==> src/rtl/clk_div_prog_pkg.sv <==
// Shared definitions for the programmable clock divider.
//   CLK_DIV_W_DEF        default divisor width
//   CLK_DIV_DEFAULT_DEF  default divisor after reset
//   clog2()              ceiling log2 helper for sizing counters elsewhere
package clk_div_prog_pkg;

  localparam int unsigned CLK_DIV_W_DEF       = 8;
  localparam int unsigned CLK_DIV_DEFAULT_DEF = 5;

  function automatic int unsigned clog2(input int unsigned value);
    int unsigned res;
    res = 0;
    while ((32'd1 << res) < value) res++;
    return res;
  endfunction

endpackage

==> src/rtl/clk_div_core.sv <==
// Divider core: period counter, posedge phase register, negedge retime and
// the clkout mux (even / odd / bypass).
// Ports:
//   clk, rst_n   source clock, synchronous active-low reset
//   busy         divider currently running
//   busy_nxt     running state after this posedge
//   n_act        divisor of the current period
//   n_nxt        divisor in force after this posedge
//   wrap         last source cycle of the current period
//   clkout       divided clock
module clk_div_core
  import clk_div_prog_pkg::*;
#(
  parameter int unsigned DIV_W = CLK_DIV_W_DEF
) (
  input  logic             clk,
  input  logic             rst_n,
  input  logic             busy,
  input  logic             busy_nxt,
  input  logic [DIV_W-1:0] n_act,
  input  logic [DIV_W-1:0] n_nxt,
  output logic             wrap,
  output logic             clkout
);

  logic [DIV_W-1:0] cnt_d, cnt_q;
  logic             clk_p_d, clk_p_q;
  logic             clk_n_d, clk_n_q;
  logic [DIV_W:0]   half_nxt;

  always_comb begin
    wrap  = busy && (cnt_q == n_act - DIV_W'(1));
    cnt_d = '0;
    if (busy && !wrap) cnt_d = cnt_q + DIV_W'(1);
    // High phase covers the first ceil(N/2) counts of the period that the
    // new count belongs to, so the divisor used is the one after this edge.
    half_nxt = ({1'b0, n_nxt} + {{DIV_W{1'b0}}, 1'b1}) >> 1;
    clk_p_d  = busy_nxt && ({1'b0, cnt_d} < half_nxt);
    // The negedge copy clears while reset is held low.
    clk_n_d  = rst_n ? clk_p_q : 1'b0;
  end

  // Stage boundary: posedge counter and phase.
  always_ff @(posedge clk) begin
    if (!rst_n) begin
      cnt_q   <= '0;
      clk_p_q <= 1'b0;
    end else begin
      cnt_q   <= cnt_d;
      clk_p_q <= clk_p_d;
    end
  end

  // Stage boundary: half-cycle retime of the phase for odd divisors.
  always_ff @(negedge clk) begin
    clk_n_q <= clk_n_d;
  end

  // Odd N: AND with the half-cycle-late copy trims the high time to N/2.
  // N=1: the source clock is gated straight through while running.
  always_comb begin
    if (n_act == DIV_W'(1))  clkout = clk_p_q & clk;
    else if (n_act[0])       clkout = clk_p_q & clk_n_q;
    else                     clkout = clk_p_q;
  end

endmodule

==> src/rtl/clk_div_prog.sv <==
// Runtime-programmable clock divider with boundary-aligned divisor loads.
// Ports:
//   clk       source clock
//   rst_n     synchronous reset, active-low
//   en        run request
//   div_i     new divisor value (0 is treated as 1)
//   div_load  one-cycle strobe capturing div_i
//   clkout    divided clock
//   tick      one-clk pulse on the last source cycle of each output period
//   busy      divider running
//   pend      a loaded divisor is waiting for a period boundary
module clk_div_prog
  import clk_div_prog_pkg::*;
#(
  parameter int unsigned DIV_W       = CLK_DIV_W_DEF,
  parameter int unsigned DEFAULT_DIV = CLK_DIV_DEFAULT_DEF
) (
  input  logic             clk,
  input  logic             rst_n,
  input  logic             en,
  input  logic [DIV_W-1:0] div_i,
  input  logic             div_load,
  output logic             clkout,
  output logic             tick,
  output logic             busy,
  output logic             pend
);

  function automatic logic [DIV_W-1:0] clamp_div(input logic [DIV_W-1:0] d);
    return (d == '0) ? DIV_W'(1) : d;
  endfunction

  logic             busy_d, busy_q;
  logic             pend_d, pend_q;
  logic [DIV_W-1:0] n_act_d, n_act_q;
  logic [DIV_W-1:0] n_pend_d, n_pend_q;
  logic             wrap;

  always_comb begin
    busy_d   = busy_q;
    pend_d   = pend_q;
    n_act_d  = n_act_q;
    n_pend_d = n_pend_q;
    // Period boundary: either idle or on the last cycle of a period. Run
    // state and divisor may only change here, so no partial periods.
    if (!busy_q || wrap) begin
      busy_d = en;
      if (pend_q) begin
        n_act_d = n_pend_q;
        pend_d  = 1'b0;
      end
    end
    // A load arriving on a boundary edge is not yet visible in pend_q,
    // so it waits for the following boundary.
    if (div_load) begin
      n_pend_d = clamp_div(div_i);
      pend_d   = 1'b1;
    end
  end

  // Stage boundary: run control and divisor registers.
  always_ff @(posedge clk) begin
    if (!rst_n) begin
      busy_q   <= 1'b0;
      pend_q   <= 1'b0;
      n_act_q  <= DIV_W'(DEFAULT_DIV);
      n_pend_q <= DIV_W'(DEFAULT_DIV);
    end else begin
      busy_q   <= busy_d;
      pend_q   <= pend_d;
      n_act_q  <= n_act_d;
      n_pend_q <= n_pend_d;
    end
  end

  clk_div_core #(
    .DIV_W(DIV_W)
  ) u_core (
    .clk      (clk),
    .rst_n    (rst_n),
    .busy     (busy_q),
    .busy_nxt (busy_d),
    .n_act    (n_act_q),
    .n_nxt    (n_act_d),
    .wrap     (wrap),
    .clkout   (clkout)
  );

  assign tick = wrap;
  assign busy = busy_q;
  assign pend = pend_q;

endmodule

==> config.mk <==
export PLATFORM = sky130hd
export DESIGN_NAME = clk_div_prog
export DESIGN_NICKNAME = d
export VERILOG_FILES = /design/src/rtl/clk_div_prog_pkg.sv /design/src/rtl/clk_div_core.sv /design/src/rtl/clk_div_prog.sv
export SDC_FILE = /design/constraint.sdc
export NUM_CORES = 1
export LEC_CHECK = 0
export CAP_MARGIN = 20
export CELL_PAD_IN_SITES_DETAIL_PLACEMENT = 1
export CELL_PAD_IN_SITES_GLOBAL_PLACEMENT = 1
export CORE_MARGIN = 3
export CORE_UTILIZATION = 49
export CTS_BUF_LIST = sky130_fd_sc_hd__clkbuf_8
export DETAILED_ROUTE_END_ITERATION = 16
export GPL_TIMING_DRIVEN = 1
export PLACE_DENSITY_LB_ADDON = 0.1
export SYNTH_ARGS = -nofsm -noshare
export SYNTH_HDL_FRONTEND = slang
export SYNTH_SLANG_ARGS = --single-unit
==> constraint.sdc <==
create_clock -name clk -period 12.7 [get_ports clk]
set_input_delay 3.81 -clock clk [delete_from_list [all_inputs] [get_ports clk]]
set_output_delay 3.81 -clock clk [all_outputs]
set_load 0.03 [all_outputs]
# Word level (Yosys, flattened, before mapping)
# Index checks and enable logic that the tools add are counted.
dict set report word_totals {
  register_bits 28
  n_memories 0
  rom_bits 0
  ramBits 0
  latchBits 0
  wordCells 32
}
dict set report op_classes {
  multipliers 0
  n_eq_ne 2
  bitwise 2
  shifts 0
  n_lt_le_gt_ge 1
  mux 9
  div_mod_pow 0
  n_addsub 3
  reduce_logical 8
}
# operator count
set ops {}
lappend ops {{8-bit two-way mux} 4}
lappend ops {{8-bit by 1-bit adder with 9-bit output, second input constant} 1}
lappend ops {{8-bit by 1-bit adder with 8-bit output, second input constant} 1}
lappend ops {{8-bit by 1-bit equality test with 1-bit output, second input constant} 1}
lappend ops {{8-bit equality test} 1}
lappend ops {{8-bit logical NOT} 1}
lappend ops {{8-bit < comparator} 1}
lappend ops {{8-bit by 1-bit subtractor with 8-bit output, second input constant} 1}
lappend ops {{1-bit two-way mux} 5}
lappend ops {{1-bit logical AND} 3}
lappend ops {{1-bit AND} 2}
lappend ops {{1-bit logical NOT} 2}
lappend ops {{2-bit nonzero test} 1}
lappend ops {{1-bit logical OR} 1}

# Depth between registers and ports, before layout
# Gate-level depths: netlist of the first run.
dict set report logic_depth {
  ltp_word 8
  mapped_depth 21
}

# Hierarchy
# Synthesis of the first run repeated with hierarchy kept, for this count alone.
dict set report unflattened {
  hier_cells 211
  hier_area_um2 1755.4
}
# mod area_per_inst_um2 n_inst cells_per_inst
set by_module_without_submodules {}
lappend by_module_without_submodules {clk_div_core 1044.8 1 129}
lappend by_module_without_submodules {clk_div_prog 710.7 1 82}

==> results of run 1 <==
## worst max-delay path, cell delays in order (launching register included)
cell,delay (ns)
dfxtp_1,0.30
nor2_1,0.04
nand2_1,0.08
o211a_1,0.14
clkdlybuf4s50_1,0.66
## metal layers
metal  part of all wire  up-vias
met5                  0        -
met4              0.021        0
met3              0.044       13
met2               0.50       34
met1               0.43      876
li1                   -      846
## area by class of cell
type | count | area share
multi-input cells | 186 | 0.5815
flip-flops and latches | 28 | 0.2537
repair buffers | 15 | 0.06682
clock buffers | 7 | 0.04190
well taps | 48 | 0.02718
clock inverters | 2 | 0.01529
inverters | 8 | 0.01359
## power groups by stage
stage	registers (mW)	clock network, mW	logic (mW)
after floorplan	0.0982	0.00196	0.0310
after global placement	0.100	0.00253	0.0382
after detailed placement	0.101	0.00253	0.0401
after CTS	0.0989	0.100	0.0408
after global routing	0.0998	0.106	0.0453
final	0.0990	0.0990	0.0409
## synthesized netlist by cell type, drive strengths merged (3+ instances only)
master,number
ha,11
xor2,10
clkbuf,8
and3,7
nor3,4
dfxtp,28
a21oi,6
and2,3
nand2,18
xnor2,14
or3,3
buf,7
mux2i,17
inv,9
o21ai,8
nor2,29
nand3,24
## registers in the layout, indices dropped and copies added (netlist names)
register / flops
u_core.cnt_q: 8
busy: 1
n_act_q: 8
n_pend_q: 8
u_core.clk_p_q: 1
pend: 1
u_core.clk_n_q: 1
## worst paths after layout
kind / endpoint / cells past startpoint / startpoint
setup reg to reg: u_core.clk_n_q / 1 / u_core.clk_p_q
setup / recovery: clkout / 4 / u_core.clk_n_q
hold reg to reg: n_act_q[4] / 2 / n_pend_q[4]
hold / removal: n_act_q[4] / 2 / n_pend_q[4]
## logic make-up after synthesis
group | count (synthesis) | share of synthesized area
and+or+nand+nor | 101 | 0.2506
AOI/OAI and AO/OA | 32 | 0.1326
DFF | 28 | 0.2843
xor gates and xnor gates | 24 | 0.1066
buffers and inverters | 24 | 0.06409
muxes | 18 | 0.09200
adders and majority gates | 11 | 0.06980
## cells in the final DEF (no fill, tap or decap), types with 2 or more instances in the layout
| master | instances |
|---|---|
| a31oi_1 | 2 |
| clkbuf_8 | 6 |
| clkdlybuf4s50_1 | 15 |
| or2_2 | 2 |
| or3_1 | 3 |
| nand2_1 | 18 |
| inv_1 | 9 |
| nand3_1 | 24 |
| nor3_1 | 4 |
| o21ai_0 | 6 |
| o21ai_1 | 2 |
| and2_1 | 3 |
| xnor2_1 | 14 |
| nand3b_1 | 2 |
| mux2i_1 | 17 |
| xor2_1 | 10 |
| o311ai_0 | 2 |
| dfxtp_1 | 28 |
| o211ai_1 | 2 |
| o21a_1 | 2 |
| nor2_1 | 28 |
| ha_1 | 11 |
| nor4_1 | 2 |
| a21oi_1 | 6 |
| and3_1 | 7 |
| nor2b_1 | 2 |
==> run metrics, run 1 <==
clock skew 0.07285 ns; placed instance count 287; Core Util, Final 0.5859; wire per inst 18.83 um; met1 usage 0.2863; worst endpoint required time 8.89 ns; Synth Flop Type dfxtp_1; IO Pins 16; largest net degree at the start of global routing 20; worst slew pin tran 0.9078 ns; cells after synthesis 238; Post-Layout Cell Count 294; diode count 0; Synth area leader dfxtp_1; syn_area_per_cell 8.285 um2; post-cts sizing count 0; first-pass GRT wire length 9.425 mm; Net Sw Power 65.76 uW; Max Slew Vio Count 0; Worst-path clk slew 0.10 ns; Via density 6.017; CP Max Fanout 1; switch share 0.2752; Iteration-0 DRC Markers 60; GRT Overall Usage 0.2460; syn nets 261; die width 69.44 um; Sequential Power Share 0.414; Post-CTS Hold Buffers 0; Port Buf Inserts 15; Worst VDD drop 0.04334 mV; Fin Setup TNS 0 ns; Via Count 1769; grt met3 use 0.06522; Final Hold Viols 0; number of nets with antenna violations after routing 0; chip height 69.44 um; overall power 239.0 uW; FILL cells 459; area taken by multi-input logic gates 0.001285 mm2; Worst Hold Class reg -> reg; crit path launch type flop; sequential-to-total area share from yosys stat 0.2843; Placed Area 0.002097 mm2; Final nets 270; # DRC 0; status finished, final reports clean; busiest grt layer met2; Synth top area share 0.2843; WL final 5.537 mm; setup slack, reg-to-reg 5.85 ns; grt ovf 0; layout cell share with drive strength beyond 1 0.05691; Core Rows 22; initial core utilization 0.5229; hold slack 0.5228 ns; pwr/cell area 108.1 mW/mm2; Die ar. 0.004821 mm2; GPL Wtd Cong 0.8057; Yosys cell types 45; combinational fraction of design power 0.171; YS warnings 0; EDFF count, synth 0; Cell Area, Synth 0.001972 mm2; pre-CTS WS 1.374 ns; LEAKAGE 0.8414 nW; post-synthesis register bit count 28; synth top area cells dfxtp_1, mux2i_1, ha_1; Detailed Place HPWL 4.086 mm; DRT Pass-1 Iters 4; vias in the first global route 1978; M2 GR Usage 0.4290; CTS tree done; Seq. cell area 560.5 um2; Layout area overhead 12.06%; unrepaired setup endpoints after global routing no; Setup WS post-layout 0.8628 ns; Core Footprint 0.003771 mm2; CP endpoint kind primary output; Clock power frac 0.414; Cell Int Power 173.2 uW; Worst Path Arrival 8.03 ns; Clock Latency Late Sink 0.46 ns; asr flop ratio synth 0; crit path kind reg -> out; Design Area, Final 0.002210 mm2; Max Cap Viol 0; post-CTS setup buffers 0; Slew HR 0.3928; Final setup viols 0; initial antenna violation count 0
Note: power is estimated with default switching activity, not from simulation.
==> run 2: changes to the inputs <==
Settings changed: PLACE_DENSITY set to 0.91, PLACE_DENSITY_LB_ADDON 0.1 to not set.
==> run metrics, run 2 (same netlist as run 1, synthesis figures left out) <==
largest net degree at the start of global routing 20 (unchanged); switch share 0.2988 (+0.02360); Slew HR 0.3901 (-0.002658); setup slack, reg-to-reg 5.86 ns (about the same); Max Slew Vio Count 0 (unchanged); Final nets 270 (unchanged); vias in the first global route 1957 (-1.1%); Clock Latency Late Sink 0.48 ns (+0.02 ns); Die ar. 0.004821 mm2 (unchanged); Core Footprint 0.003771 mm2 (unchanged); Hold Crit Depth 2 (unchanged); Fin Setup TNS 0 ns (unchanged); pwr/cell area 103.4 mW/mm2 (-4.4%); post-cts sizing count 0 (unchanged); status finished, final reports clean; biggest regs n_act_q: 8 flops, n_pend_q: 8 flops, u_core.cnt_q: 8 flops; Reg2Reg Depth 1 (unchanged); WL final 5.586 mm (+0.88%); worst slew pin tran 0.9117 ns (+0.003973 ns); grt ovf 0 (unchanged); Max Cap Viol 0 (unchanged); diode count 0 (unchanged); Worst VDD drop 0.05747 mV (+33%); Post-CTS Hold Buffers 0 (unchanged); Worst Hold Class reg -> reg; LEAKAGE 0.8344 nW (-0.83%); chip height 69.44 um (unchanged); Sequential Power Share 0.438 (+0.024); CP peak stage delay 0.66 ns (about the same); worst endpoint required time 8.89 ns (about the same); Final setup viols 0 (unchanged); unrepaired setup endpoints after global routing no; Via density 6.010 (-0.11%); Via Count 1767 (-0.11%); RR Endpoint u_core.clk_n_q; Layout area overhead 11.23%; GRT Overall Usage 0.2511 (+0.005056); first-pass GRT wire length 9.604 mm (+1.9%); crit path launch type flop; initial antenna violation count 0 (unchanged); GPL Wtd Cong 0.8213 (+1.9%); die width 69.44 um (unchanged); Worst Path Arrival 8.03 ns (about the same); Worst-path clk slew 0.10 ns (about the same); Core Rows 22 (unchanged); wire per inst 19.00 um (+0.88%); most frequent cells in the layout nor2_1, dfxtp_1, nand3_1, nand2_1, mux2i_1; combinational fraction of design power 0.182 (+0.011); Cell Int Power 159.0 uW (-8.2%); crit-path cells nor2_1, nand2_1, o211a_1, clkdlybuf4s50_1; hold slack 0.5288 ns (+0.006026 ns); Iteration-0 DRC Markers 62 (+3.3%); Max stage delay cell, worst path clkdlybuf4s50_1; reg2reg start u_core.clk_p_q; IO Pins 16 (unchanged); Port Buf Inserts 15 (unchanged); number of nets with antenna violations after routing 0 (unchanged); post-CTS setup buffers 0 (unchanged); CP endpoint kind primary output; CTS tree done; Final Hold Viols 0 (unchanged); CP Max Fanout 1 (unchanged); initial core utilization 0.5229 (unchanged); Clock power frac 0.381 (-0.033); hold endpoint n_act_q[7]; Hold Path Origin n_pend_q[7]; Detailed Place HPWL 3.854 mm (-5.7%); # DRC 0 (unchanged); DRT Pass-1 Iters 4 (unchanged); layout cell share with drive strength beyond 1 0.05691 (unchanged); crit path kind reg -> out; FILL cells 468 (+2.0%); clock skew 0.07946 ns (+0.006611 ns); Net Sw Power 67.76 uW (+3.1%)
-- run 2: how the worst max path moves through the flow --
stage | startpoint | endpoint | slack, ns | cells after the start
floorplan | u_core.clk_n_q | clkout | 1.88 | 3
detailed placement | u_core.clk_n_q | clkout | 1.37 | 4
global route | u_core.clk_n_q | clkout | 0.79 | 4
finish | u_core.clk_n_q | clkout | 0.86 | 4
CTS | u_core.clk_n_q | clkout | 0.85 | 4
global placement | u_core.clk_n_q | clkout | 1.38 | 4
-- run 2: layout make-up --
cell class              count  area (um2)  area share
clock inverters             1       3.754    0.001711
multi-input cells         186        1285      0.5859
well taps                  48       60.06     0.02738
clock buffers               8       106.4     0.04849
flip-flops and latches     28       560.5      0.2556
inverters                   8       30.03     0.01369
repair buffers             15       147.6     0.06731
-- run 2: per-layer routing --
layer	GRT usage	share of wire	routed length, um
met1	0.3074	0.44	2474
met2	0.4078	0.49	2755
met3	0.06667	0.036	199
met4	0.1171	0.028	157
met5	0	0	0
-- run 2: power by group through the flow --
stage | logic [mW] | clock network (mW) | registers [mW]
floorplan | 0.0310 | 0.00196 | 0.0982
global placement | 0.0381 | 0.00253 | 0.100
detailed placement | 0.0400 | 0.00253 | 0.101
CTS | 0.0411 | 0.0877 | 0.0988
global route | 0.0456 | 0.0923 | 0.0998
finish | 0.0412 | 0.0864 | 0.0992
-- run 2: worst max-delay path, delay by kind of cell (launching register included) --
kind	cells	cell delay, ns
simple gates	2	0.10
buf+inv	1	0.66
compound gates	1	0.14
flops	1	0.31
-- run 2: metrics by stage --
stage | util | setup WS [ns] | power, mW | std cells | cell area [um2]
floorplan | - | 1.876 | 0.1312 | 238 | 1972
detailed placement | 0.5561 | 1.370 | 0.1432 | 287 | 2097
CTS | 0.5816 | 0.8516 | 0.2277 | 294 | 2193
finish | 0.5816 | 0.8568 | 0.2268 | 294 | 2193
global placement | 0.5561 | 1.382 | 0.1411 | 287 | 2097
global route | 0.5816 | 0.7886 | 0.2377 | 294 | 2193
==> run 3: changes to the inputs <==
==> constraint.sdc (replaced) <==
create_clock -name clk -period 12.7 [get_ports clk]
set_input_delay 3.81 -clock clk [delete_from_list [all_inputs] [get_ports clk]]
set_output_delay 3.81 -clock clk [all_outputs]
set_load 0.02 [all_outputs]
==> run metrics, run 3 (same netlist as run 1, synthesis figures left out) <==
status finished, final reports clean; grt met3 use 0.07101 (+0.004348); # DRC 0 (unchanged); Worst Hold Class reg -> reg; Post-CTS Hold Buffers 0 (unchanged); IO Pins 16 (unchanged); clock skew 0.07975 ns (+0.0002886 ns); number of nets with antenna violations after routing 0 (unchanged); Max stage delay cell, worst path clkdlybuf4s50_1; Worst-path clk slew 0.09 ns (about the same); Detailed Place HPWL 4.068 mm (+5.6%); most frequent cells in the layout nor2_1, dfxtp_1, nand3_1, nand2_1, mux2i_1; Slew HR 0.3828 (-0.007263); initial antenna violation count 0 (unchanged); Seq. cell area 560.5 um2 (unchanged); Setup WS post-layout 0.9334 ns (+0.07655 ns); diode count 0 (unchanged); GPL Wtd Cong 0.8179 (-0.41%); Worst VDD drop 0.07509 mV (+31%); CP Max Fanout 1 (unchanged); CTS tree done; pre-CTS WS 1.437 ns (+0.06756 ns); biggest regs n_act_q: 8 flops, n_pend_q: 8 flops, u_core.cnt_q: 8 flops; CP endpoint kind primary output; Worst Path Arrival 7.96 ns (-0.07 ns); Port Buf Inserts 15 (unchanged); layout cell share with drive strength beyond 1 0.05285 (-0.004065); CP peak stage delay 0.60 ns (-0.06 ns); Core Footprint 0.003771 mm2 (unchanged); crit path launch type flop; Final Hold Viols 0 (unchanged); met1 usage 0.2903 (-0.01709); CP top delay family buffers and inverters; busiest grt layer met2; crit path buf inv count 1 (unchanged); Fin Setup TNS 0 ns (unchanged); worst slew pin tran 0.9226 ns (+0.01086 ns); initial core utilization 0.5229 (unchanged); placed instance count 287 (unchanged); M2 GR Usage 0.4153 (+0.007415); Die ar. 0.004821 mm2 (unchanged); Max Cap Viol 0 (unchanged); vias in the first global route 1954 (-0.15%); reg2reg start u_core.clk_p_q; post-cts sizing count 0 (unchanged); Final setup viols 0 (unchanged); Iteration-0 DRC Markers 88 (+42%); first-pass GRT wire length 9.494 mm (-1.1%); DRT Pass-1 Iters 4 (unchanged); worst endpoint required time 8.89 ns (about the same); Clock Latency Late Sink 0.46 ns (-0.02 ns); crit path kind reg -> out; Core Rows 22 (unchanged); GRT Overall Usage 0.2489 (-0.002187); wire per inst 19.38 um (+2.0%); unrepaired setup endpoints after global routing no; Via Count 1789 (+1.2%); CP startpoint u_core.clk_n_q; die width 69.44 um (unchanged); Post-Layout Cell Count 294 (unchanged); post-CTS setup buffers 0 (unchanged); pwr/cell area 99.16 mW/mm2 (-4.1%); grt ovf 0 (unchanged); Hold Path Origin n_pend_q[4]; Via density 6.085 (+1.2%); crit-path cells nor2_1, nand2_1, o211a_1, clkdlybuf4s50_1; largest net degree at the start of global routing 20 (unchanged); Max Slew Vio Count 0 (unchanged); area taken by multi-input logic gates 0.001285 mm2 (unchanged); WL final 5.697 mm (+2.0%); Layout area overhead 10.72%; Final nets 270 (unchanged); chip height 69.44 um (unchanged); LEAKAGE 0.8288 nW (-0.67%); FILL cells 475 (+1.5%)
## run 3: cell count changes in the layout (fill, tap and decap cells not counted)
cell | previous run | this run
clkinv_1 | 0 | 1
clkbuf_8 | 7 | 6
## run 3: layer usage
layer,part of all wire,vias to the layer above
li1,-,851
met1,0.44,875
met2,0.49,43
met3,0.032,20
met4,0.035,0
met5,0,-
## run 3: report_power, final
| group | leakage (nW) | switching, mW | total [mW] | internal [mW] |
|---|---|---|---|---|
| Sequential | 0.229 | 0.00746 | 0.0992 | 0.0918 |
| Combinational | 0.536 | 0.0227 | 0.0407 | 0.0180 |
| Clock | 0.0639 | 0.0337 | 0.0766 | 0.0429 |
## run 3: area by class of cell
| class | instances | area share |
|---|---|---|
| clock buffers | 7 | 0.04241 |
| inverters | 8 | 0.01375 |
| multi-input cells | 186 | 0.5885 |
| clock inverters | 2 | 0.003438 |
| repair buffers | 15 | 0.06762 |
| well taps | 48 | 0.02751 |
| flip-flops and latches | 28 | 0.2567 |
## run 3: through the flow
step	area, um2	util	power, mW	hold slack (ns)
after global routing	2183	0.5790	0.2288	0.5548
final	2183	0.5790	0.2165	0.5260
after floorplan	1972	-	0.1305	0.4702
after CTS	2183	0.5790	0.2176	0.5275
after global placement	2097	0.5561	0.1404	0.4920
after detailed placement	2097	0.5561	0.1424	0.5123
## run 3: path summary, 6_finish.rpt
kind,to,slack (ns),cells after the start
min reg2reg,n_act_q[4],0.53,2
max,clkout,0.93,4
min,n_act_q[4],0.53,2
max reg2reg,u_core.clk_n_q,5.87,1
